--- src/rtl/mem_access_master.sv ---
`default_nettype none
// ============================================================================
// Module   : mem_access_master
// Purpose  : Initiator side of the unified instruction/data memory of the
//            multicycle MIPS core. Takes one word request (fetch, load or
//            store) at a time, checks alignment and region, drives the memory
//            address / write-enable / write-data lines, captures the returned
//            word and hands back data or an error.
// Ports    : clk, reset             - clock, synchronous active-high reset
//            req_valid_i/ready_o    - request handshake
//            req_write_i/addr_i/wdata_i - request payload
//            rsp_valid_o/ready_i    - response handshake
//            rsp_rdata_o/err_o      - response payload
//            mem_we_o/addr_o/wdata_o, mem_rdata_i - memory system side
//            rd_count_o/wr_count_o/err_count_o    - activity counters
// Options  : MEM_ACCESS_COUNTERS_EN - when defined, the three counters are
//            live; otherwise they are tied to 0 and no counter flops exist.
// Revision : 1.0 - initial release
// ============================================================================
module mem_access_master #(
  parameter int                    DATA_WIDTH   = 32,
  parameter int                    MEMORY_DEPTH = 64,
  parameter logic [DATA_WIDTH-1:0] ROM_BASE     = 32'h00400000,
  parameter logic [DATA_WIDTH-1:0] RAM_BASE     = 32'h10100000
) (
  input  logic                  clk,
  input  logic                  reset,
  input  logic                  req_valid_i,
  output logic                  req_ready_o,
  input  logic                  req_write_i,
  input  logic [DATA_WIDTH-1:0] req_addr_i,
  input  logic [DATA_WIDTH-1:0] req_wdata_i,
  output logic                  rsp_valid_o,
  input  logic                  rsp_ready_i,
  output logic [DATA_WIDTH-1:0] rsp_rdata_o,
  output logic                  rsp_err_o,
  output logic                  mem_we_o,
  output logic [DATA_WIDTH-1:0] mem_addr_o,
  output logic [DATA_WIDTH-1:0] mem_wdata_o,
  input  logic [DATA_WIDTH-1:0] mem_rdata_i,
  output logic [15:0]           rd_count_o,
  output logic [15:0]           wr_count_o,
  output logic [15:0]           err_count_o
);

  localparam logic [1:0] S_IDLE  = 2'd0;
  localparam logic [1:0] S_ISSUE = 2'd1;
  localparam logic [1:0] S_WAIT  = 2'd2;
  localparam logic [1:0] S_RESP  = 2'd3;

  localparam logic [DATA_WIDTH-1:0] REGION_BYTES = DATA_WIDTH'(4 * MEMORY_DEPTH);

  logic [1:0]            state_q, state_d;
  logic                  write_q;
  logic                  rsp_err_q;
  logic [DATA_WIDTH-1:0] rsp_rdata_q;
  logic                  mem_we_q;
  logic [DATA_WIDTH-1:0] mem_addr_q;
  logic [DATA_WIDTH-1:0] mem_wdata_q;

  // Offset-from-base compares give an unsigned [base, base+size) window
  // with a single comparator per region.
  logic [DATA_WIDTH-1:0] rom_off, ram_off;
  logic                  in_rom, in_ram, req_legal;

  assign rom_off   = req_addr_i - ROM_BASE;
  assign ram_off   = req_addr_i - RAM_BASE;
  assign in_rom    = rom_off < REGION_BYTES;
  assign in_ram    = ram_off < REGION_BYTES;
  assign req_legal = (req_addr_i[1:0] == 2'b00) && (in_ram || (in_rom && !req_write_i));

  always_comb begin
    state_d = state_q;
    case (state_q)
      S_IDLE:  if (req_valid_i) state_d = req_legal ? S_ISSUE : S_RESP;
      S_ISSUE: state_d = S_WAIT;
      S_WAIT:  state_d = S_RESP;
      S_RESP:  if (rsp_ready_i) state_d = S_IDLE;
      default: state_d = S_IDLE;
    endcase
  end

  always_ff @(posedge clk) begin
    if (reset) begin
      state_q     <= S_IDLE;
      write_q     <= 1'b0;
      rsp_err_q   <= 1'b0;
      rsp_rdata_q <= '0;
      mem_we_q    <= 1'b0;
      mem_addr_q  <= ROM_BASE;
      mem_wdata_q <= '0;
    end else begin
      state_q  <= state_d;
      // Write enable is loaded only at the accept edge, so it is high for
      // exactly the ISSUE cycle and low everywhere else.
      mem_we_q <= 1'b0;
      case (state_q)
        S_IDLE: begin
          if (req_valid_i) begin
            write_q <= req_write_i;
            if (req_legal) begin
              mem_addr_q  <= req_addr_i;
              mem_we_q    <= req_write_i;
              mem_wdata_q <= req_wdata_i;
              rsp_err_q   <= 1'b0;
            end else begin
              // Rejected requests leave the memory bus untouched.
              rsp_err_q   <= 1'b1;
              rsp_rdata_q <= '0;
            end
          end
        end
        // Memory read is registered: the word addressed in ISSUE is
        // presented during WAIT and captured at its closing edge.
        S_WAIT:  rsp_rdata_q <= write_q ? '0 : mem_rdata_i;
        default: ;
      endcase
    end
  end

  assign req_ready_o = (state_q == S_IDLE);
  assign rsp_valid_o = (state_q == S_RESP);
  assign rsp_rdata_o = rsp_rdata_q;
  assign rsp_err_o   = rsp_err_q;
  assign mem_we_o    = mem_we_q;
  assign mem_addr_o  = mem_addr_q;
  assign mem_wdata_o = mem_wdata_q;

`ifdef MEM_ACCESS_COUNTERS_EN
  logic [15:0] rd_count_q, wr_count_q, err_count_q;
  logic        rsp_done;

  assign rsp_done = (state_q == S_RESP) && rsp_ready_i;

  always_ff @(posedge clk) begin
    if (reset) begin
      rd_count_q  <= '0;
      wr_count_q  <= '0;
      err_count_q <= '0;
    end else if (rsp_done) begin
      if (rsp_err_q)    err_count_q <= err_count_q + 16'd1;
      else if (write_q) wr_count_q  <= wr_count_q + 16'd1;
      else              rd_count_q  <= rd_count_q + 16'd1;
    end
  end

  assign rd_count_o  = rd_count_q;
  assign wr_count_o  = wr_count_q;
  assign err_count_o = err_count_q;
`else
  assign rd_count_o  = '0;
  assign wr_count_o  = '0;
  assign err_count_o = '0;
`endif

endmodule
`default_nettype wire
--- config.mk ---
export PLATFORM = sky130hd
export DESIGN_NAME = mem_access_master
export DESIGN_NICKNAME = d
export VERILOG_FILES = /design/src/rtl/mem_access_master.sv
export SDC_FILE = /design/constraint.sdc
export NUM_CORES = 1
export LEC_CHECK = 0
export ABC_AREA = 0
export CAP_MARGIN = 10
export CORE_MARGIN = 1
export CORE_UTILIZATION = 27
export DETAILED_ROUTE_END_ITERATION = 6
export PLACE_DENSITY = 0.62
export RECOVER_POWER = 25
export SKIP_CTS_REPAIR_TIMING = 1
export SLEW_MARGIN = 20
export SYNTH_ARGS = -nofsm -noshare
export SYNTH_HDL_FRONTEND = slang
export SYNTH_SLANG_ARGS = --single-unit
--- constraint.sdc ---
create_clock -name clk -period 2.3 [get_ports clk]
set_input_delay 0.345 -clock clk [delete_from_list [all_inputs] [get_ports clk]]
set_output_delay 0.345 -clock clk [all_outputs]
set_load 0.005 [all_outputs]
======== Word level (Yosys, flattened, before mapping) ========
Index checks and enable logic that the tools add are counted.
word-level totals
  word-level logic and storage cells ...... 41
  register bits after elaboration ......... 101
  input port bits ......................... 101
cells by class
  reduce and logical (&&, ||, !) cells .... 12
  equality and inequality tests ........... 6
  multiplexer cells ....................... 9
  add/subtract/negate cells ............... 2
  bitwise logic cells ..................... 3
  order comparisons ....................... 2
operators with widths
  cell                                                                     number
  32-bit 2-to-1 mux                                                        3
  32-bit by 9-bit < comparator with 1-bit output, second input constant    2
  32-bit case mux with 2 select lines                                      1
  32-bit by 23-bit subtractor with 32-bit output, second input constant    1
  32-bit by 29-bit subtractor with 32-bit output, second input constant    1
  2-bit case mux with 4 select lines                                       1
  2-bit 2-to-1 mux                                                         3
  3-bit AND reduction                                                      2
  2-bit == test, second input constant                                     2
  2-bit logical NOT                                                        2
  2-bit inequality test, second input constant                             2
  2-bit AND reduction                                                      2
  4-bit OR reduction                                                       1
  1-bit NOT                                                                3
  2-bit by 1-bit == test with 1-bit output, second input constant          1
  1-bit logical AND                                                        2
  2-bit by 1-bit inequality test with 1-bit output, second input constant  1
  2-bit nonzero test                                                       1
  1-bit logical NOT                                                        1
  1-bit logical OR                                                         1
  1-bit 2-to-1 mux                                                         1

======== Longest topological paths before layout ========
  depth after elaboration ................. 8
  depth in mapped cells ................... 8
  depth with buffers taken out ............ 6

======== Least setup slack after synthesis ========
Ideal clock, no wire load.
  kind .................................... input-to-reg
  from .................................... input req_addr_i[27]
  to ...................................... register mem_addr_q[22] (netlist: mem_addr_o[22])
  buffers on the path ..................... 1
  setup time .............................. 0.122 ns
  data arrival time ....................... 1.791 ns
  stages .................................. 5
  setup slack ............................. 0.387 ns
  cell sequence ........................... nor4_1 nand4_1 or4_1 buf_4 a221o_1
between the ends
  cells in the longest elaborated chain, start to end .. 6
RTL lines
  item                                            RTL line  text
  from (decl)                                     31        input logic [DATA_WIDTH-1:0] req_addr_i,
  32-bit by 23-bit subtractor with 32-bit output  66        assign rom_off = req_addr_i - ROM_BASE;
  32-bit by 9-bit < comparator with 1-bit output  68        assign in_rom = rom_off < REGION_BYTES;
  1-bit logical AND                               70        assign req_legal = (req_addr_i[1:0] == 2'b00) && (in_ram || (in_rom && !req_write_i));
  1-bit logical OR (*)                            70
  1-bit logical AND (*)                           70
  3-bit AND reduction (no line) (*)               -
  to (signal assigned)                            102       mem_addr_q <= req_addr_i;
  to (decl)                                       58        logic [DATA_WIDTH-1:0] mem_addr_q;
Every way passes the cells marked *; elsewhere a longest branch is shown, timed or not.
A chain may end at the register's enable or synchronous reset.

======== Worst setup path in the final report ========
  from .................................... input req_addr_i[19]
  to ...................................... register mem_wdata_q[31] (netlist: mem_wdata_o[31])
between the ends
  cells in the longest elaborated chain, start to end .. 6
RTL lines
  item                                            RTL line  text
  32-bit by 23-bit subtractor with 32-bit output  66
  32-bit by 9-bit < comparator with 1-bit output  68
  1-bit logical AND                               70
  1-bit logical OR (*)                            70
  1-bit logical AND (*)                           70
  3-bit AND reduction (no line) (*)               -
  to (signal assigned)                            104       mem_wdata_q <= req_wdata_i;
  to (decl)                                       59        logic [DATA_WIDTH-1:0] mem_wdata_q;
Marked as above.

==> summary.txt <==
Run status
  – Status: finished, final reports clean

CTS
  – Sink Count: 101
  – TritonCTS buffer count: 9
  – CTS max path bufs: 2
  – H-tree levels: 3
  – Clk slew on worst S/H paths: 0.07 ns
  – CTS root buf: clkbuf_16
  – CTS tree: yes
  – Worst-Skew Late Latency: 0.34 ns

Layout
  – Total Nets Final: 703
  – Reg area: 2020 um^2
  – Share of layout cells above drive strength 1: 6.62%
  – Diodes inserted: 0
  – Multi-input gate area: 1380 um^2
  – Filler Cell Count: 1298
  – Area Growth Syn to Fin: 65.0%
  – Fin util: 46.0%
  – Post-Layout Inst Area: 6110 um^2

Routing
  – Detailed Route WL: 10300 um
  – Vias per cell: 4.27
  – Initial DRC count: 144
  – Residual DRC: 0
  – Via count: 3327
  – Post-route ant nets: 0
  – 1st-pass router iterations: 4
  – WL/cell: 13.3 um

Synthesis
  – Simple logic cell fraction of the synthesized area: 15.9%
  – Mux contribution to synthesized area: 0.270%
  – Post-synth top cells: 101 x dfxtp_1, 87 x nand2_1, 49 x buf_4
  – Largest family of logic cells by synthesized area: simple AND/OR/NAND/NOR gates
  – XOR/XNOR Fraction of Synth Area: 0%
  – Top post-synthesis cells by area: dfxtp_1 55%, buf_4 9.9%, nand2_1 8.8%
  – Unique masters post-synth: 29
  – Register area share after synthesis: 54.6%
  – Yosys top cell area share: 54.6%
  – Compound-Gate Fraction of Synth Area: 14.8%
  – Post-synthesis adder-cell area fraction: 1.01%
  – Syn. warnings: 0
  – Top_reg_cell synth: dfxtp_1
  – Most frequent cell after synthesis: dfxtp_1
  – Post-Syn Instances: 394
  – Synth Area per Inst: 9.40 um^2
  – EDFF count, synth: 0
  – Ys async rst share: 0%
  – #FFs+latches synth: 101
  – Synth Cell Area: 3700 um^2
  – Area leader, netlist: dfxtp_1

Pwr
  – Lkg Pwr: 2.55 nW
  – Power Dens Cells: 727 nW/um^2
  – Worst VDD drop: 0.345 mV

Timing
  – Setup_tns: 0 ns
  – Fin. Hold Viols: 0
  – Clock Skews: 0.00576 ns
  – Setup violators final: 0
  – Final slew viol count: 0
  – Crit share post-route: 94.0%
  – Min cycle time layout: 2.16 ns
  – RSZ-0062 raised after global routing: false
  – Max Fclk: 463 MHz

Global route
  – Global route overflow: 0
  – Largest net degree at the start of global routing: 48
  – First-pass GRT wire length: 16200 um
  – Total track usage: 14.5%
  – Initial antenna violation count: 1
  – Number of global-route vias before repair: 3230

Critical path
  – WP data required: 2.50 ns
  – R2R setup slack: 0.40 ns
  – Critical Path Fanout Max: 29
  – Endpoint type of the worst setup path: register
  – Crit path DAT: 2.36 ns
  – Worst setup SP type: primary input
  – Critical path class: primary input to register

Placed design
  – Placer Congestion: 0.724
  – Port Buffers: 200
  – DP Area: 5820 um^2
  – Post-detail-place hpwl: 7570 um

Floorplanning
  – Die area: 14200 um^2
  – Horiz. Die Dim: 119 um
  – Core Rows: 42
  – Core area: 13300 um^2
  – Top Ports: 249
  – Effective utilization at floorplan: 27.9%
  – Die Y: 119 um

Worst hold path
  – Worst Hold Class: primary input to register

Run
  – Max-Cap Viols: 0
-- registers in the layout (all words and copies together), names as in the netlist --
| name | count |
|---|---|
| mem_addr_o | 32 |
| rsp_err_o | 1 |
| write_q | 1 |
| state_q | 2 |
| rsp_rdata_o | 32 |
| mem_wdata_o | 32 |
| mem_we_o | 1 |
-- path summary, 6_finish.rpt --
check	startpoint	to	cells after the start
min reg2reg	mem_wdata_o[9]$_SDFFE_PP0P_	mem_wdata_o[9]$_SDFFE_PP0P_	2
max reg2reg	state_q[0]$_SDFFE_PP0P_	mem_wdata_o[31]$_SDFFE_PP0P_	7
min	reset	rsp_rdata_o[26]$_SDFFE_PP0P_	4
max	req_addr_i[19]	mem_wdata_o[31]$_SDFFE_PP0P_	7
-- cell families after synthesis --
group           Yosys count
flops                   101
fa+ha+maj                 3
buf+inv                  78
mux                       1
other cells               1
compound gates           82
simple gates            128
-- cells in the final DEF (no fill, tap or decap), drive strengths merged --
cell	instances
mux2i	1
a211o	1
a21oi	43
buf	19
clkbuf	12
nor4b	1
o2bb2ai	1
inv	6
conb	48
a211oi	1
clkinvlp	1
a22o	31
dfxtp	101
nor4	6
nand2	87
ha	3
clkinv	4
o21ai	1
nand3	1
a221o	1
o211a	1
o22ai	1
nor3	5
nor2	1
or4	1
a31oi	1
dlygate4sd3	49
and3	23
nor3b	2
nand4	1
clkdlybuf4s50	150
-- report_power, final --
| part | leakage [nW] | internal [mW] | switching (mW) | total, mW |
|---|---|---|---|---|
| Sequential | 0.817 | 1.91 | 0.0871 | 2.00 |
| Combinational | 1.59 | 0.602 | 0.407 | 1.01 |
| Clock | 0.141 | 0.792 | 0.642 | 1.43 |
| Total | 2.55 | 3.31 | 1.14 | 4.44 |
-- cell type report --
| class | count | area share [%] |
|---|---|---|
| Clock buffer | 11 | 4.14 |
| Clock inverter | 5 | 0.573 |
| Sequential cell | 101 | 33.1 |
| Inverter | 6 | 0.369 |
| Tap cell | 176 | 3.60 |
| Multi-Input combinational cell | 262 | 22.6 |
| Timing Repair Buffer | 219 | 35.6 |
-- metrics by stage --
step | setup WS (ns) | std cells | hold WS, ns | power [mW]
final | 0.139 | 780 | 0.341 | 4.44
after CTS | 0.0999 | 780 | 0.329 | 4.55
after global placement | -0.231 | 764 | 0.439 | 3.06
after global routing | 0.0108 | 780 | 0.355 | 4.69
after floorplan | 0.387 | 441 | 0.437 | 2.48
after detailed placement | -0.268 | 764 | 0.442 | 3.09
-- critical path, stage by stage --
cell	delay, ns
clkdlybuf4s50_1	0.40
nor4_1	0.30
nand4_1	0.17
or4_2	0.71
buf_4	0.26
nand2_1	0.10
a21oi_1	0.06
-- routing by layer --
layer	routed length [um]	global-route usage, %	part of all wire (%)	up-vias
li1	-	-	-	1650
met1	4350	16.9	42	1493
met2	4810	23.1	47	163
met3	921	5.65	8.9	19
met4	248	7.36	2.4	2
met5	13	0	0.13	-
Note: power is estimated with default switching activity, not from simulation.
